===== src/rtl/fetch_unit.sv =====
`default_nettype none
// ============================================================================
// Module   : fetch_unit
// Brief    : Single-outstanding instruction fetch stage with IR, redirect and
//            sticky fault reporting.
// Revision : 1.0 - initial release
// ============================================================================
module fetch_unit #(
   parameter logic [31:0] RESET_PC       = 32'h0000_0000,
   parameter int unsigned TIMEOUT_CYCLES = 255
) (
   input  logic        clk,
   input  logic        rst_n,
   input  logic        fetch_en,
   output logic        imem_req_valid,
   input  logic        imem_req_ready,
   output logic [31:0] imem_req_addr,
   input  logic        imem_resp_valid,
   input  logic [31:0] imem_resp_data,
   input  logic        imem_resp_err,
   output logic [31:0] ir,
   output logic [6:0]  opcode,
   output logic [2:0]  funct3,
   output logic [6:0]  funct7,
   output logic [31:0] instr_pc,
   output logic        instr_valid,
   input  logic        instr_ready,
   input  logic        redirect_valid,
   input  logic [31:0] redirect_pc,
   output logic        fault,
   output logic [1:0]  fault_cause
);

   typedef enum logic [2:0] {
      S_IDLE  = 3'd0,
      S_REQ   = 3'd1,
      S_WAIT  = 3'd2,
      S_HOLD  = 3'd3,
      S_FAULT = 3'd4
   } state_t;

   localparam logic [7:0] c_timeout_last = 8'(TIMEOUT_CYCLES - 1);
   localparam logic [1:0] c_cause_bus    = 2'd1;
   localparam logic [1:0] c_cause_tmo    = 2'd2;
   localparam logic [1:0] c_cause_align  = 2'd3;

   state_t      r_state;
   logic [31:0] r_pc;
   logic [31:0] r_ir;
   logic [31:0] r_instr_pc;
   logic        r_instr_valid;
   logic        r_fault;
   logic [1:0]  r_fault_cause;
   logic        r_kill;
   logic [7:0]  r_timer;

   logic        w_misaligned;
   state_t      w_resume;

   assign w_misaligned = (redirect_pc[1:0] != 2'b00);
   assign w_resume     = fetch_en ? S_REQ : S_IDLE;

   always_ff @(posedge clk or negedge rst_n) begin
      if (!rst_n) begin
         r_state       <= S_IDLE;
         r_pc          <= RESET_PC;
         r_ir          <= 32'd0;
         r_instr_pc    <= 32'd0;
         r_instr_valid <= 1'b0;
         r_fault       <= 1'b0;
         r_fault_cause <= 2'd0;
         r_kill        <= 1'b0;
         r_timer       <= 8'd0;
      end else if (redirect_valid && (r_state != S_FAULT)) begin
         // Redirect wins over every other event in the cycle.
         r_pc          <= redirect_pc;
         r_instr_valid <= 1'b0;
         if (w_misaligned) begin
            r_state       <= S_FAULT;
            r_fault       <= 1'b1;
            r_fault_cause <= c_cause_align;
         end else begin
            case (r_state)
               S_REQ: begin
                  if (imem_req_ready) begin
                     r_state <= S_WAIT;
                     r_kill  <= 1'b1;
                     r_timer <= 8'd0;
                  end
               end
               S_WAIT: begin
                  r_kill  <= 1'b1;
                  r_timer <= r_timer + 8'd1;
               end
               S_HOLD:  r_state <= w_resume;
               default: ;
            endcase
         end
      end else begin
         case (r_state)
            S_IDLE: begin
               if (fetch_en) r_state <= S_REQ;
            end
            S_REQ: begin
               if (imem_req_ready) begin
                  r_state <= S_WAIT;
                  r_timer <= 8'd0;
               end
            end
            S_WAIT: begin
               r_timer <= r_timer + 8'd1;
               if (imem_resp_valid) begin
                  if (r_kill) begin
                     r_kill  <= 1'b0;
                     r_state <= w_resume;
                  end else if (imem_resp_err) begin
                     r_state       <= S_FAULT;
                     r_fault       <= 1'b1;
                     r_fault_cause <= c_cause_bus;
                  end else begin
                     r_ir          <= imem_resp_data;
                     r_instr_pc    <= r_pc;
                     r_instr_valid <= 1'b1;
                     r_state       <= S_HOLD;
                  end
               end else if (r_timer >= c_timeout_last) begin
                  // >= so a timer pushed past the limit by a redirect still trips
                  r_state       <= S_FAULT;
                  r_fault       <= 1'b1;
                  r_fault_cause <= c_cause_tmo;
               end
            end
            S_HOLD: begin
               if (instr_ready) begin
                  r_instr_valid <= 1'b0;
                  r_pc          <= r_pc + 32'd4;
                  r_state       <= w_resume;
               end
            end
            S_FAULT: begin
               r_instr_valid <= 1'b0;
            end
            default: r_state <= S_IDLE;
         endcase
      end
   end

   assign imem_req_valid = (r_state == S_REQ);
   assign imem_req_addr  = r_pc;
   assign ir             = r_ir;
   assign opcode         = r_ir[6:0];
   assign funct3         = r_ir[14:12];
   assign funct7         = r_ir[31:25];
   assign instr_pc       = r_instr_pc;
   assign instr_valid    = r_instr_valid;
   assign fault          = r_fault;
   assign fault_cause    = r_fault_cause;

endmodule
`default_nettype wire

===== config.mk =====
export PLATFORM = sky130hd
export DESIGN_NAME = fetch_unit
export DESIGN_NICKNAME = d
export VERILOG_FILES = /design/src/rtl/fetch_unit.sv
export SDC_FILE = /design/constraint.sdc
export NUM_CORES = 1
export LEC_CHECK = 0
export ABC_CLOCK_PERIOD_IN_PS = 2400
export BUFFER_PORTS_ARGS = -buffer_cell sky130_fd_sc_hd__buf_2
export CORE_UTILIZATION = 50
export DETAILED_ROUTE_END_ITERATION = 16
export GPL_TIMING_DRIVEN = 1
export PLACE_DENSITY = 0.83
export REMOVE_ABC_BUFFERS = 1
export SETUP_SLACK_MARGIN = 0.1
export SYNTH_ARGS = -nofsm -noshare
export SYNTH_HDL_FRONTEND = slang
export SYNTH_SLANG_ARGS = --single-unit

===== constraint.sdc =====
create_clock -name clk -period 2.4 [get_ports clk]
set_input_delay 0.24 -clock clk [delete_from_list [all_inputs] [get_ports clk]]
set_output_delay 0.24 -clock clk [all_outputs]
set_load 0.05 [all_outputs]

# Yosys cells after proc, flatten, opt, wreduce, memory -nomap -nowiden
# Index checks and enable logic that the tools add are counted.
[word_totals]
ff_bits = 112
inputBits = 72
[classes]
n_bitwise = 3
add_sub_neg = 2
n_eq_ne = 18
n_mux = 45
n_reduce_logical = 16
order_cmp = 1
[op_table]
columns = ["cell", "n"]
rows = [
  ["$mux 32", 3],
  ["$add 32x3->32 const B", 1],
  ["$mux 3", 9],
  ["$reduce_and 5->1", 5],
  ["$mux 8", 3],
  ["$ne 3x3->1 const B", 7],
  ["$mux 1", 18],
  ["$pmux 8 s2", 1],
  ["$pmux 3 s5", 1],
  ["$mux 2", 7],
  ["$reduce_bool 2->1", 6],
  ["$add 8x1->8 const B", 1],
  ["$ge 8x8->1 const B", 1],
  ["$eq 3x2->1 const B", 2],
  ["$ne 2x2->1 const B", 3],
  ["$pmux 3 s2", 1],
  ["$ne 4x3->1 const B", 1],
  ["$ne 4x4->1 const B", 1],
  ["$reduce_bool 4->1", 1],
  ["$eq 3x1->1 const B", 1],
  ["$eq 3x3->1 const B", 1],
  ["$logic_not 3->1", 1],
  ["$ne 3x1->1 const B", 1],
  ["$ne 3x2->1 const B", 1],
  ["6 further kinds", 8],
]

# Depth between registers and ports, before layout
# Gate-level depths: netlist of the first run.
[depth]
word_depth = 5
mapped_depth = 7
mapped_depth_nobuf = 7

# Least setup slack after synthesis of the first run
# Ideal clock, no wire load.
[synth_path]
kind = "register to register"
from = "register r_pc[2], in the netlist imem_req_addr[2]"
to = "register r_pc[30], in the netlist imem_req_addr[30]"
setup_time_ns = 0.149
setup_slack_ns = 0.253
t_arrival_ns = 1.997
period_less_slack_ns = 2.147
stages_incl_launch_ff = 8
path_cell_list = "dfrtp_1 ha_1 nand3_1 nor2_1 clkbuf_1 nand4_1 o211ai_1 o311ai_1"
[synth_via]
elab_chain_cells = 4
[synth_lines]
columns = ["element", "line_no", "source"]
rows = [
  ["start, declared", "48", "logic [31:0] r_pc;"],
  ["start signal, assigned", "76", "r_pc <= redirect_pc;"],
  ["start signal, assigned", "136", "r_pc <= r_pc + 32'd4;"],
  ["$add 32x3->32", "136", ""],
  ["$mux 32", "134", "if (instr_ready) begin"],
  ["$mux 32", "100", "case (r_state)"],
  ["$mux 32", "74", "end else if (redirect_valid && (r_state != S_FAULT)) begin"],
]
# Every way passes these cells. The select of a mux whose other input is x is not followed.
# A chain may end at the register's enable or synchronous reset.

# Worst setup path in the final report of the first run
[layout_path]
from = "register r_state[0]"
to = "register r_pc[16], in the netlist imem_req_addr[16]"
[layout_via]
elab_chain_cells = 4
[layout_lines]
columns = ["element", "line_no", "source"]
rows = [
  ["start, declared", "47", "state_t r_state;"],
  ["start signal, assigned", "95", "S_HOLD: r_state <= w_resume;"],
  ["start signal, assigned", "115", "r_state <= w_resume;"],
  ["start signal, assigned", "137", "r_state <= w_resume;"],
  ["$ne 3x3->1", "74", ""],
  ["$logic_and 1x1->1", "74", ""],
  ["$reduce_bool 2->1 (no line)", "--", ""],
  ["$reduce_and 2->1 (no line)", "--", ""],
]
# Parallel ways exist; a longest one is shown, timed or not.

==> results.md, run 1 <==
* Status: finished clean
* Part of the Yosys area used for sequential elements at roughly half
* Synth warn at 0
* Share of cells above drive strength 1 at between 40 and 50%
* Global route total overflow at 0
* Slew HR at 56.1%
* DRT Wirelength at approximately 14000 um
* CP startpoint kind: flop
* Final hold violation count at 0
* Worst-Margin Slew at between 600 and 700 ps
* CP max FO at 30
* Fillcell total at roughly 860
* H-tree depth at 3
* Core Box Area at approximately 10000 um^2
* Die area at around 11000 um^2
* Post-DP HPWL at ~10000 um
* Max Root-Sink Buffers at 2
* Height of the chip at between 100 and 150 um
* Worst min path class: input pin to flop
* Routed vias at 4704
* Routability cong. at roughly 0.86
* Site Rows at 37
* Synth Cell Area at roughly 5500 um^2
* Area grow syn2layout at 21.8%
* Reg2reg path depth at 5
* Initial core utilization at 52.2%
* Avg Inst Size Synth at ~11 um^2
* Worst Clk Skew at around 12 ps
* Most common cell after layout, fill and taps aside: buf_2
* Maximum number of pins on one net before global-route repair at 42
* DRT iter0 DRCs at approximately 350
* Num CTS Buffers at 9
* Routed wire length per instance at approximately 17 um
* Max-Cap Viols at 0
* Final Setup Violations at 0
* Layout net count at between 700 and 800
* Maximum operating frequency at approximately 0.48 GHz
* Antenna Violating Nets Remaining at 0
* Ys flop type: dfrtp_1
* Final max-slew violation count at 0
* EDFF count, synth at 0
* ANT cells at 0
* RSZ-0062 raised after global routing: no
* Clock sinks at approximately 110
* Final min period at about 2100 ps
* Hold Path Stages at 3
* Clk Latency, worst-skew pair at about 370 ps
* Postcts setup bufs at 0
* Drt first pass iters at 5
* Critical Path End Type: flop
* Io pins at 190
* First-pass GRT wire length at around 22000 um
* Die Wd at ~110 um
* Period utilization at 87.4%
* Crit path kind: flop to flop
* Vias in the first global route at between 4k and 5k
* Initial antenna violation count at 0
* Worst Hold Slack at between 70 and 80 ps
* I/O Buffers at between 150 and 200
* Via density at 5.88
* Root buffer cell: clkbuf_8
* CP required at 2710 ps
* Gr usage total at approximately a quarter
* CP arrival at between 2000 and 2500 ps
* Cells after Synth at about 490
* TritonCTS clock tree: yes
* #FFs+latches synth at 112
* Cell variety after synth at 63
* Number of remaining DRC errors at 0
* Most frequent cells in the layout: 188 x buf_2, 111 x dfrtp_1, 64 x mux2_2
* Clk slew on worst S/H paths at around 100 ps
* Async S/R FF share, synth at 100%
==> cells by family after synthesis <==
| group | share of synthesized area [%] |
|---|---|
| mux | 13.4 |
| flops | 51.3 |
| simple gates | 14.9 |
| xor+xnor | 0.802 |
| compound gates | 13.6 |
| fa+ha+maj | 0.688 |
| buf+inv | 5.25 |
==> final timing paths <==
| path | startpoint | slack [ps] | endpoint |
|---|---|---|---|
| setup / recovery | r_state[0] | 300 | imem_req_addr[16] |
| hold / removal | redirect_pc[26] | 80 | imem_req_addr[26] |
| setup reg to reg | r_state[0] | 300 | imem_req_addr[16] |
| hold reg to reg | fault | 490 | fault |
| max in group asynchronous | rst_n | 1180 | ir[28] |
| min in group asynchronous | rst_n | 420 | ir[4] |
==> metrics by stage <==
stage	setup slack (ps)	setup TNS, ps	utilization [%]	instance area, um^2	cells
floorplan	-1280	-92450	-	5190	445
global placement	346	0	61.4	6420	783
detailed placement	240	0	61.4	6420	783
CTS	225	0	63.5	6650	800
global route	174	0	63.5	6650	800
finish	303	0	63.5	6650	800
==> sequential cells by signal, summed over array words and instances (netlist names), 2 cells and up <==
| name | count |
|---|---|
| r_state | 3 |
| ir | 32 |
| r_timer | 8 |
| fault_cause | 2 |
| imem_req_addr | 32 |
| instr_pc | 32 |
==> cell type report <==
cell class                      count  area (um^2)  share of cell area (%)
Clock buffer                       11          151                    2.28
Clock inverter                      5         63.8                   0.960
Inverter                            5         18.8                   0.282
Multi-Input combinational cell    328         2370                    35.7
Sequential cell                   112         2800                    42.2
Tap cell                          136          170                    2.56
Timing Repair Buffer              203         1070                    16.1
==> per-layer routing <==
metal | up-vias | routed length (um) | GRT usage, %
li1 | 2155 | - | -
met1 | 2298 | 5840 | 33.6
met2 | 231 | 6960 | 42.0
met3 | 20 | 927 | 3.31
met4 | 0 | 244 | 9.78
met5 | - | 0 | 0
==> synth_stat cells (7+ instances only) <==
cell / count / area, um^2
a21oi_1: 14 / 70.1
a22oi_1: 11 / 82.6
and3_1: 8 / 50.1
buf_2: 13 / 65.1
buf_4: 17 / 128
clkbuf_1: 11 / 41.3
dfrtp_1: 112 / 2800
mux2_2: 64 / 721
nand2_1: 33 / 124
nand3_1: 26 / 130
nand4_1: 12 / 75.1
nor2_1: 32 / 120
nor3_1: 7 / 35.0
o211ai_1: 12 / 90.1
o21ai_0: 14 / 70.1
o22ai_1: 7 / 43.8
==> timing repair <==
item | CTS | global route
hold buffers | 1 | 0
hold endpoints to repair | 39 | 0
endpoints found under the setup margin | 0 | 38
gates resized for setup | 0 | 1
==> critical path, stage by stage, from the launching register on <==
cell and delay (ps):
dfrtp_1 560, nor3b_2 400, nor2_2 180, buf_4 280, or4_1 530, nand3_1 90
Power of run 1 is left out: the tool's default activity adds up to more than one toggle a clock period on the data nets, which glitch-free logic cannot reach.
==> run 2, diff against run 1 <==
CELL_PAD_IN_SITES_DETAIL_PLACEMENT = 1   (was default)
CELL_PAD_IN_SITES_GLOBAL_PLACEMENT = 1   (was default)
CORE_UTILIZATION = 38   (was 50)
==> results.md, run 2 (synthesis results as in run 1) <==
* Routability cong. at 0.828 (-3.5%)
* Crit path kind: flop to flop
* Worst Hold Slack at 108 ps (+31.9 ps)
* Drt first pass iters at 4 (-1)
* Worst-Margin Slew at 622 ps (-32.4 ps)
* First-pass GRT wire length at 25300 um (+13%)
* Initial core utilization at 39.2% (-13 points)
* TritonCTS clock tree: yes
* Clock sinks at 112 (unchanged)
* Die Wd at 122 um (+14%)
* Worst Clk Skew at 12.1 ps (+0.605 ps)
* Final Setup Violations at 0 (unchanged)
* Global route total overflow at 0 (unchanged)
* Height of the chip at 122 um (+14%)
* CP max FO at 13 (-57%)
* CP required at 2690 ps (-20 ps)
* Die area at 14800 um^2 (+31%)
* Dpl cell area at 6500 um^2 (+1.2%)
* Power density cells at roughly 1700 nW/um^2
* Slew HR at 57.5% (+1.4 points)
* Post-DP HPWL at 11600 um (+13%)
* Status: finished clean
* Num CTS Buffers at 9 (unchanged)
* Peak supply drop at roughly 0.67 mV
* Critical Path End Type: flop
* H-tree depth at 3 (unchanged)
* Routed vias at 4681 (-0.49%)
* Period utilization at 87.5% (+0.16 points)
* I/O Buffers at 189 (unchanged)
* Root buffer cell: clkbuf_16
* Reg2reg path depth at 5 (unchanged)
* Most frequent cells in the layout: 188 x buf_2, 111 x dfrtp_1, 64 x mux2_2
* Antenna Violating Nets Remaining at 0 (unchanged)
* CP arrival at 2390 ps (about the same)
* ANT cells at 0 (unchanged)
* Initial antenna violation count at 0 (unchanged)
* Final min period at 2100 ps (+3.77 ps)
* Gr usage total at 22.0% (-3.2 points)
* Hold Path Stages at 3 (unchanged)
* Fillcell total at 1560 (+82%)
* DRT Wirelength at 16100 um (+15%)
* Maximum number of pins on one net before global-route repair at 50 (+19%)
* RSZ-0062 raised after global routing: no
* Clk Latency, worst-skew pair at 360 ps (about the same)
* Fin area at 6880 um^2 (+3.4%)
* Io pins at 190 (unchanged)
* Worst min path class: input pin to flop
* Layout net count at 735 (+0.14%)
* Site Rows at 43 (+16%)
* Vias in the first global route at 4908 (+8.7%)
* Routed wire length per instance at 19.0 um (+9.1%)
* Via density at 5.54 (-5.8%)
* Final Power at about 12 mW
* CP startpoint kind: flop
* Setup slack, reg-to-reg at 300 ps (about the same)
* Maximum operating frequency at 0.476 GHz (-0.18%)
* Max-Cap Viols at 0 (unchanged)
* Final cell count without fillers at 845 (+5.6%)
* Final hold violation count at 0 (unchanged)
* Most common cell after layout, fill and taps aside: buf_2
* Area grow syn2layout at 26.0%
* Placed cell count at 828 (+5.7%)
* Postcts setup bufs at 0 (unchanged)
* Max Root-Sink Buffers at 2 (unchanged)
* Final max-slew violation count at 0 (unchanged)
* Number of remaining DRC errors at 0 (unchanged)
* Post-route setup TNS at 0 ps (unchanged)
* Core Box Area at 13900 um^2 (+33%)
* Share of cells above drive strength 1 at 45.0% (+0.083 points)
* Static Leak at between 3 and 4 nW
* Clk slew on worst S/H paths at 80 ps (-20 ps)
* DRT iter0 DRCs at 208 (-41%)
## run 2: cell count changes in the layout (fill, tap and decap cells not counted)
cell,before,now
buf_12,1,2
bufinv_16,1,4
clkbuf_16,0,9
clkbuf_8,11,1
clkinv_2,1,2
clkinv_4,2,0
inv_8,1,0
## run 2: layout make-up
class | instances | area (um^2) | area share (%)
multi-input cells | 328 | 2370 | 34.5
flip-flops and latches | 112 | 2800 | 40.8
inverters | 5 | 18.8 | 0.273
repair buffers | 204 | 1090 | 15.8
clock inverters | 6 | 130 | 1.89
clock buffers | 10 | 239 | 3.47
well taps | 180 | 225 | 3.27
## run 2: metrics by stage
stage,utilization [%],worst slack (ps)
2_1_floorplan,-,-1280
3_3_place_gp,46.6,361
3_5_place_dp,46.6,311
4_1_cts,49.3,268
5_1_grt,49.4,123
6_report,49.4,299
## run 2: metal layers
metal | global-route usage, % | wire length (um) | share of wire (%) | vias up
met5 | 0 | 0 | 0 | -
met4 | 9.03 | 326 | 2.0 | 0
met3 | 3.42 | 743 | 4.6 | 24
met2 | 36.5 | 8060 | 50 | 134
met1 | 28.6 | 6950 | 43 | 2380
li1 | - | - | - | 2143
## run 2: worst max-delay path: stages, from the launching register on
cell	delay (ps)
dfrtp_1	550
or3b_4	490
nand2_4	150
nand2_2	190
or4_1	550
nand3_1	100
## run 2: path summary, 6_finish.rpt
| check | startpoint | to |
|---|---|---|
| worst max-delay path | r_state[0] | imem_req_addr[23] |
| worst min-delay path | redirect_pc[26] | imem_req_addr[26] |
| worst max register to register | r_state[0] | imem_req_addr[23] |
| worst min register to register | fault | fault |
| max in group asynchronous | rst_n | imem_req_addr[21] |
| min in group asynchronous | rst_n | instr_pc[26] |
## run 2: timing repair
action	CTS	global route
endpoints found under the setup margin	0	2
resized for setup	0	1
hold buffers	1	0
endpoints found under the hold margin	41	0
## run 2: power by group
group	leakage (nW)	switching, mW	internal, mW
clock	0.182	0.699	1.15
sequential	1.43	0.834	2.67
combinational	1.86	4.67	1.60
total	3.47	6.20	5.42
(Power assumes the default switching activity.)
